`src/rtl/alu_op_sequencer.sv`:
```
// Issues one request to the ALU per valid/ready handshake. ADC is split into
// ADD plus an optional +1 pass driven by the stored carry. Owns FlagReg {Z,C,N,O}.
module alu_op_sequencer #(
   parameter int unsigned DATA_W = 32
) (
   input  logic              Clock,
   input  logic              Reset,
   input  logic              ReqValid,
   output logic              ReqReady,
   input  logic [4:0]        ReqFunSel,
   input  logic [DATA_W-1:0] ReqA,
   input  logic [DATA_W-1:0] ReqB,
   input  logic              ReqWF,
   input  logic [2:0]        ReqCond,
   output logic [DATA_W-1:0] AluA,
   output logic [DATA_W-1:0] AluB,
   output logic [4:0]        AluFunSel,
   output logic              AluWF,
   input  logic [DATA_W-1:0] AluOut,
   input  logic [3:0]        AluFlags,
   output logic              RespValid,
   input  logic              RespReady,
   output logic [DATA_W-1:0] RespData,
   output logic [3:0]        RespFlags,
   output logic              RespCondTrue,
   output logic [3:0]        FlagReg
);

   typedef enum logic [1:0] {IDLE, PASS1, PASS2, RESP} state_t;

   state_t            state_q;
   logic [4:0]        fs_q;
   logic              wf_q;
   logic [2:0]        cond_q;
   logic [3:0]        f1_q;
   logic [DATA_W-1:0] alu_a_q;
   logic [DATA_W-1:0] alu_b_q;
   logic [4:0]        alu_fs_q;
   logic              alu_wf_q;
   logic              resp_valid_q;
   logic [DATA_W-1:0] resp_data_q;
   logic [3:0]        resp_flags_q;
   logic              resp_cond_q;
   logic [3:0]        flag_q;

   logic [4:0]        req_fs_d;
   logic [4:0]        add_fs_d;
   logic              two_pass_d;
   logic              finish_d;
   logic [3:0]        fin_flags_d;
   logic              fin_cond_d;

   function automatic logic cond_eval(input logic [2:0] c, input logic [3:0] f);
      case (c)
         3'b000:  return 1'b1;
         3'b001:  return f[3];
         3'b010:  return ~f[3];
         3'b011:  return f[2];
         3'b100:  return ~f[2];
         3'b101:  return f[1];
         3'b110:  return ~f[1];
         default: return f[0];
      endcase
   endfunction

   always_comb begin
      req_fs_d    = (ReqFunSel[3:0] == 4'b0101) ? {ReqFunSel[4], 4'b0100} : ReqFunSel;
      add_fs_d    = {fs_q[4], 4'b0100};
      two_pass_d  = (fs_q[3:0] == 4'b0101) && flag_q[2];
      finish_d    = ((state_q == PASS1) && !two_pass_d) || (state_q == PASS2);
      // Second pass: carries from either pass propagate, overflow toggles.
      fin_flags_d = (state_q == PASS2) ?
                    {AluFlags[3], f1_q[2] | AluFlags[2], AluFlags[1], f1_q[0] ^ AluFlags[0]} :
                    AluFlags;
      fin_cond_d  = cond_eval(cond_q, fin_flags_d);
   end

   always_ff @(posedge Clock or negedge Reset) begin
      if (!Reset) begin
         state_q      <= IDLE;
         fs_q         <= '0;
         wf_q         <= 1'b0;
         cond_q       <= '0;
         f1_q         <= '0;
         alu_a_q      <= '0;
         alu_b_q      <= '0;
         alu_fs_q     <= '0;
         alu_wf_q     <= 1'b0;
         resp_valid_q <= 1'b0;
         resp_data_q  <= '0;
         resp_flags_q <= '0;
         resp_cond_q  <= 1'b0;
         flag_q       <= '0;
      end else begin
         case (state_q)
            IDLE: begin
               if (ReqValid) begin
                  fs_q     <= ReqFunSel;
                  wf_q     <= ReqWF;
                  cond_q   <= ReqCond;
                  alu_a_q  <= ReqA;
                  alu_b_q  <= ReqB;
                  alu_fs_q <= req_fs_d;
                  alu_wf_q <= 1'b1;
                  state_q  <= PASS1;
               end
            end
            PASS1: begin
               f1_q <= AluFlags;
               if (two_pass_d) begin
                  alu_a_q  <= AluOut;
                  alu_b_q  <= DATA_W'(1);
                  alu_fs_q <= add_fs_d;
                  state_q  <= PASS2;
               end
            end
            RESP: begin
               if (RespReady) begin
                  resp_valid_q <= 1'b0;
                  state_q      <= IDLE;
               end
            end
            default: ;
         endcase

         // Completion is shared by single-pass PASS1 and PASS2.
         if (finish_d) begin
            alu_a_q      <= '0;
            alu_b_q      <= '0;
            alu_fs_q     <= '0;
            alu_wf_q     <= 1'b0;
            resp_valid_q <= 1'b1;
            resp_data_q  <= AluOut;
            resp_flags_q <= fin_flags_d;
            resp_cond_q  <= fin_cond_d;
            if (wf_q) flag_q <= fin_flags_d;
            state_q      <= RESP;
         end
      end
   end

   assign ReqReady     = Reset && (state_q == IDLE);
   assign AluA         = alu_a_q;
   assign AluB         = alu_b_q;
   assign AluFunSel    = alu_fs_q;
   assign AluWF        = alu_wf_q;
   assign RespValid    = resp_valid_q;
   assign RespData     = resp_data_q;
   assign RespFlags    = resp_flags_q;
   assign RespCondTrue = resp_cond_q;
   assign FlagReg      = flag_q;

endmodule

```
`config.mk`:
```
export PLATFORM = sky130hd
export DESIGN_NAME = alu_op_sequencer
export DESIGN_NICKNAME = d
export VERILOG_FILES = /design/src/rtl/alu_op_sequencer.sv
export SDC_FILE = /design/constraint.sdc
export NUM_CORES = 1
export LEC_CHECK = 0
export ABC_AREA = 1
export CORE_MARGIN = 5
export CORE_UTILIZATION = 41
export CTS_BUF_LIST = sky130_fd_sc_hd__clkbuf_16
export DETAILED_ROUTE_END_ITERATION = 7
export PLACE_DENSITY = 0.72
export RECOVER_POWER = 100
export REMOVE_ABC_BUFFERS = 1
export SYNTH_ARGS = -nofsm -noshare
export SYNTH_HDL_FRONTEND = slang
export SYNTH_SLANG_ARGS = --single-unit
```
`constraint.sdc`:
```
create_clock -name Clock -period 2.77 [get_ports Clock]
set_input_delay 0.554 -clock Clock [delete_from_list [all_inputs] [get_ports Clock]]
set_output_delay 0.554 -clock Clock [all_outputs]
set_load 0.02 [all_outputs]
```
# Word level (Yosys, flattened, before mapping)
# Index checks and enable logic that the tools add are counted.
# Widths: inputs -> output; s select.
dict set report totals {
  ff_bits 126
  latchBits 0
  ram_bits 0
  mem_bits_ro 0
  in_bits 113
  out_inout_bits 113
  word_cells 78
  memories 0
}
dict set report classes {
  add_sub_neg 0
  n_mul 0
  div_mod_pow 0
  magnitude_cmp 0
  eq_ne 14
  shift 0
  mux 26
  n_bitwise 5
  reduce_logical 19
}
# cell n
set ops {}
lappend ops {{$mux 32} 6}
lappend ops {{$pmux 32 s2} 2}
lappend ops {{$mux 5} 3}
lappend ops {{$pmux 5 s2} 1}
lappend ops {{$eq 3x3->1 const B} 3}
lappend ops {{$ne 3x3->1 const B} 3}
lappend ops {{$eq 4x3->1 const B} 2}
lappend ops {{$mux 2} 4}
lappend ops {{$reduce_and 2->1} 4}
lappend ops {{$reduce_bool 2->1} 4}
lappend ops {{$pmux 1 s7} 1}
lappend ops {{$eq 3x2->1 const B} 2}
lappend ops {{$mux 1} 6}
lappend ops {{$pmux 2 s3} 1}
lappend ops {{$eq 2x2->1 const B} 2}
lappend ops {{$mux 4} 1}
lappend ops {{$reduce_and 4->1} 1}
lappend ops {{$reduce_bool 4->1} 1}
lappend ops {{$eq 3x1->1 const B} 1}
lappend ops {{$logic_and 1x1->1} 3}
lappend ops {{$logic_not 3->1} 1}
lappend ops {{$mux 3} 1}
lappend ops {{$not 1->1} 3}
lappend ops {{$reduce_and 3->1} 1}
lappend ops {{other kinds (7)} 7}

# Logic depth before layout (Yosys ltp)
# Gate-level depths: netlist (run 1).
dict set report depth {
  word_depth 7
  depth_mapped 12
  ltp_nobuf 10
}

# Worst setup path before layout (run 1)
# Ideal clock, no wire load.
dict set report synth_path {
  path_kind {reg-to-reg}
  start {register state_q[1]}
  end {register alu_b_q[0] (netlist: AluB[0])}
  setup_time_ps 66
  arrival_ps 1613
  required_ps 2704
  path_slack_ps 1091
  path_stages_with_launch 13
  n_path_buf 4
  synth_period_minus_slack_ps 1679
  cell_sequence {dfrtp_1 -> inv_1 -> ha_1 -> buf_2 -> or2_1 -> buf_6 -> nand2_4 -> nand2_4 -> nand2_4 -> buf_6 -> buf_6 -> nand2_1 -> nand2_1}
}
dict set report synth_via {
  elab_chain_cells 5
  elab_cells_between_ends 11
  classes_between {4 x eq/ne; 2 x mux; 5 x reduce/logical}
}
# element line
set synth_lines {}
lappend synth_lines {{start, declared} 31} ;# state_t state_q;
lappend synth_lines {{start signal, assigned} 80} ;# state_q <= IDLE;
lappend synth_lines {{start signal, assigned} 105} ;# state_q <= PASS1;
lappend synth_lines {{start signal, assigned} 114} ;# state_q <= PASS2;
lappend synth_lines {{$eq 2x1->1} {70, 95}}
lappend synth_lines {{$logic_and 1x1->1} 70} ;# finish_d = ((state_q == PASS1) && !two_pass_d) || (state_q == PASS2);
lappend synth_lines {{$logic_or 1x1->1} 70}
lappend synth_lines {{$ne 3x3->1 (no line) or $reduce_bool 3->1 (tied branches)} --}
lappend synth_lines {{$reduce_and 3->1 (no line)} --}
lappend synth_lines {{end signal, assigned} 102} ;# alu_b_q <= ReqB;
lappend synth_lines {{end, declared} 37} ;# logic [DATA_W-1:0] alu_b_q;
# Several ways; a longest one is shown, not always the timed one.
# A chain may end at the register's enable or synchronous reset.

# Worst setup path in the final report (run 1)
dict set report layout_path {
  start {register state_q[0]}
  end {output port ReqReady}
}
dict set report layout_via {
  elab_chain_cells 2
}
# element line
set layout_lines {}
lappend layout_lines {{$logic_not 2->1} 142} ;# assign ReqReady = Reset && (state_q == IDLE);
lappend layout_lines {{$logic_and 1x1->1} 142}
lappend layout_lines {{end, declared} 9} ;# output logic ReqReady,
# No other way between the ends.

==> results of run 1 <==
worst max-delay path, delay by kind of cell (launching register included):
family                   cells  cell delay, ps
adder cells (fa/ha/maj)      1             230
buffers and inverters        3             810
flip-flops                   1             400
AND/OR/NAND/NOR              1              70
layout by cell type, fill, tap and decap left out, drive strengths merged:
master	n
mux2	1
bufinv	1
buf	7
nand2	366
clkdlybuf4s50	111
nand4	36
inv	61
o21ai	25
clkinv	10
nor2	41
nand3	38
ha	4
or2	2
clkbuf	24
nand3b	1
a21oi	5
a31oi	1
dfrtp	125
dlygate4sd3	113
layout make-up:
type	count	area (um^2)	share of cell area
multi-input cells	520	2200	0.256
flip-flops and latches	125	3130	0.363
well taps	180	225	0.0261
repair buffers	238	2330	0.270
inverters	57	214	0.0248
clock inverters	15	91.3	0.0106
clock buffers	17	425	0.0494
state kept, by name, summed over array words and instances (netlist names):
name and count:
fs_q 5, RespValid 1, RespFlags 4, RespData 32, RespCondTrue 1, AluA 32, state_q 2, cond_q 3
f1_q 2, AluFunSel 5, FlagReg 4, AluWF 1, AluB 32, wf_q 1
synthesized netlist by cell type (all sizes together):
cell / n
o21ai: 25
a21oi: 5
clkbuf: 18
nand4: 36
dfrtp: 125
nand2: 366
nand3b: 1
a31oi: 1
nand3: 38
buf: 27
ha: 4
mux2: 1
nor2: 41
inv: 57
or2: 2
through the flow:
stage	setup TNS [ps]	power [W]	instances	hold slack, ps	setup WS, ps
detailed placement	0	0.00900	1120	457	542
floorplan	-65470	0.00626	702	258	-814
global route	0	0.0113	1152	479	159
finish	0	0.0106	1152	459	298
CTS	0	0.0110	1152	345	330
global placement	0	0.00891	1120	453	593
routing by layer:
layer,vias up,GRT usage,share of wire
met1,2562,0.271,0.42
met4,0,0.0797,0.019
li1,2741,-,-
met3,26,0.0731,0.095
met5,-,0,0
met2,228,0.343,0.46
worst paths after layout:
check | slack [ps] | endpoint
setup / recovery | 300 | ReqReady
hold / removal | 460 | AluFunSel[4]
setup reg to reg | 360 | AluB[26]
hold reg to reg | 460 | AluFunSel[4]
max in group asynchronous | 910 | AluA[23]
min in group asynchronous | 690 | AluWF
cell families (layout without fill, tap and decap cells):
kind of cell             count (synthesis)  after routing  share of synthesized area
AO/OA/AOI/OAI                           31             31                     0.0271
adder cells (fa/ha/maj)                  4              4                    0.00868
buffers and inverters                  102            327                     0.0757
flip-flops                             125            125                      0.542
multiplexers                             1              1                    0.00195
AND/OR/NAND/NOR                        484            484                      0.344
power by group:
| group | switching, W | internal [W] | leakage [nW] |
|---|---|---|---|
| registers | 0.000409 | 0.00266 | 1.57 |
| logic | 0.00354 | 0.00197 | 2.78 |
| clock network | 0.000772 | 0.00119 | 0.277 |
| total | 0.00472 | 0.00583 | 4.63 |
==> flow_metrics.tcl, run 1 <==
set metrics [dict create \
    start_util 0.417 \
    cts_tree "built" \
    cts.repair.resized 0 \
    cp.required_ps 2220 \
    avgSynthCellArea_um2 7.72 \
    htreeDepth 4 \
    overflow 0 \
    groute.usage.overall 0.214 \
    fp.dieH_um 129 \
    ys_warn_count 0 \
    start_kind "flop" \
    antenna_found_initial 0 \
    wire_per_inst_um 15.3 \
    routabilityCongestion 0.795 \
    r2r-start "state_q[0]" \
    grt_max_degree 70 \
    postCtsHoldBufs 0 \
    critPathSlowestCell "dlygate4sd3_1" \
    violations "capacitance limit, slew limit" \
    p_leak_nw 4.63 \
    setup.worst_path.start "state_q[0]" \
    dp_hpwl_um 11900 \
    route.detailed.drc 0 \
    final_util 0.623 \
    num_vias 5557 \
    worstMarginPinSlew_ps 1750 \
    syn_to_final_growth_pct 49.4 \
    nets 1076 \
    rsz0062_at_grt "false" \
    cts_root_buf "clkbuf_16" \
    cts_buffers 17 \
    pin_count 226 \
    routed_wl_um 17600 \
    end_kind "output port" \
    synth_top_area_cell "dfrtp_1" \
    dieArea_mm2 0.0165 \
    worst_path_most_repeated_cell "inv_1" \
    clk_pin_slew_ps 60 \
    path_cells "inv_1 > ha_1 > nand2_1 > inv_1 > dlygate4sd3_1" \
    fin_crit_sh 0.892 \
    antennaDiodeCount 0 \
    drive_gt1_frac 0.0442 \
    final-max-slew-violation-count 70 \
    synth_top_area_frac 0.542 \
    netlist_instances 747 \
    die_w_um 129 \
    clock-sinks 125 \
    drtIter0Drc 420 \
    core_mm2 0.0138 \
    drt_first_pass_iters 5 \
    cp.arrival_ps 1920 \
    max_freq_mhz 405 \
    fp-row-count 43 \
    ir_drop_mv 0.618 \
    ys_seq_area_frac 0.542 \
    holdPathStages 2 \
    critPathMaxFanout 4 \
    cts_setup_buffers 0 \
    grt_pass1_vias 5493 \
    synth.area.top_cells "dfrtp_1 54%, nand2_1 24%, nand4_1 3.9%" \
    place_area_mm2 0.00813 \
    fin_crit_ps 2470 \
    holdCritStartpoint "AluFunSel[4]" \
    critPathMaxStageDelay_ps 660 \
    hold_path_class "reg -> reg" \
    r2r_cells 9 \
    hold_viol_final 0 \
    setup_viol 0 \
    clockBufferDepth 2 \
    max_cap_violations 1 \
    critPathKind "reg -> out" \
    fillCellCount 1239 \
    vias_per_cell 4.82 \
    ant_nets 0 \
    ys_seq_elements 125 \
    synth_area_mm2 0.00577 \
    synth.distinct_cells 21 \
    skew_ps 7.34 \
    design_area_mm2 0.00862 \
    io_buffers 225 \
    relSlewSlack -0.168 \
    status "finished with violations" \
    clk_latency_ps 410 \
    grt_pass1_wl_um 27900 \
    power_density_mw_per_mm2 1220 \
]
Note: power is estimated with default switching activity, not from simulation.
==> run 2, diff against run 1 <==
Settings changed: CTS_CLUSTER_DIAMETER from default to 120.
==> results of run 2 <==
The final DEF is identical to that of run 1; final timing and power are the same.
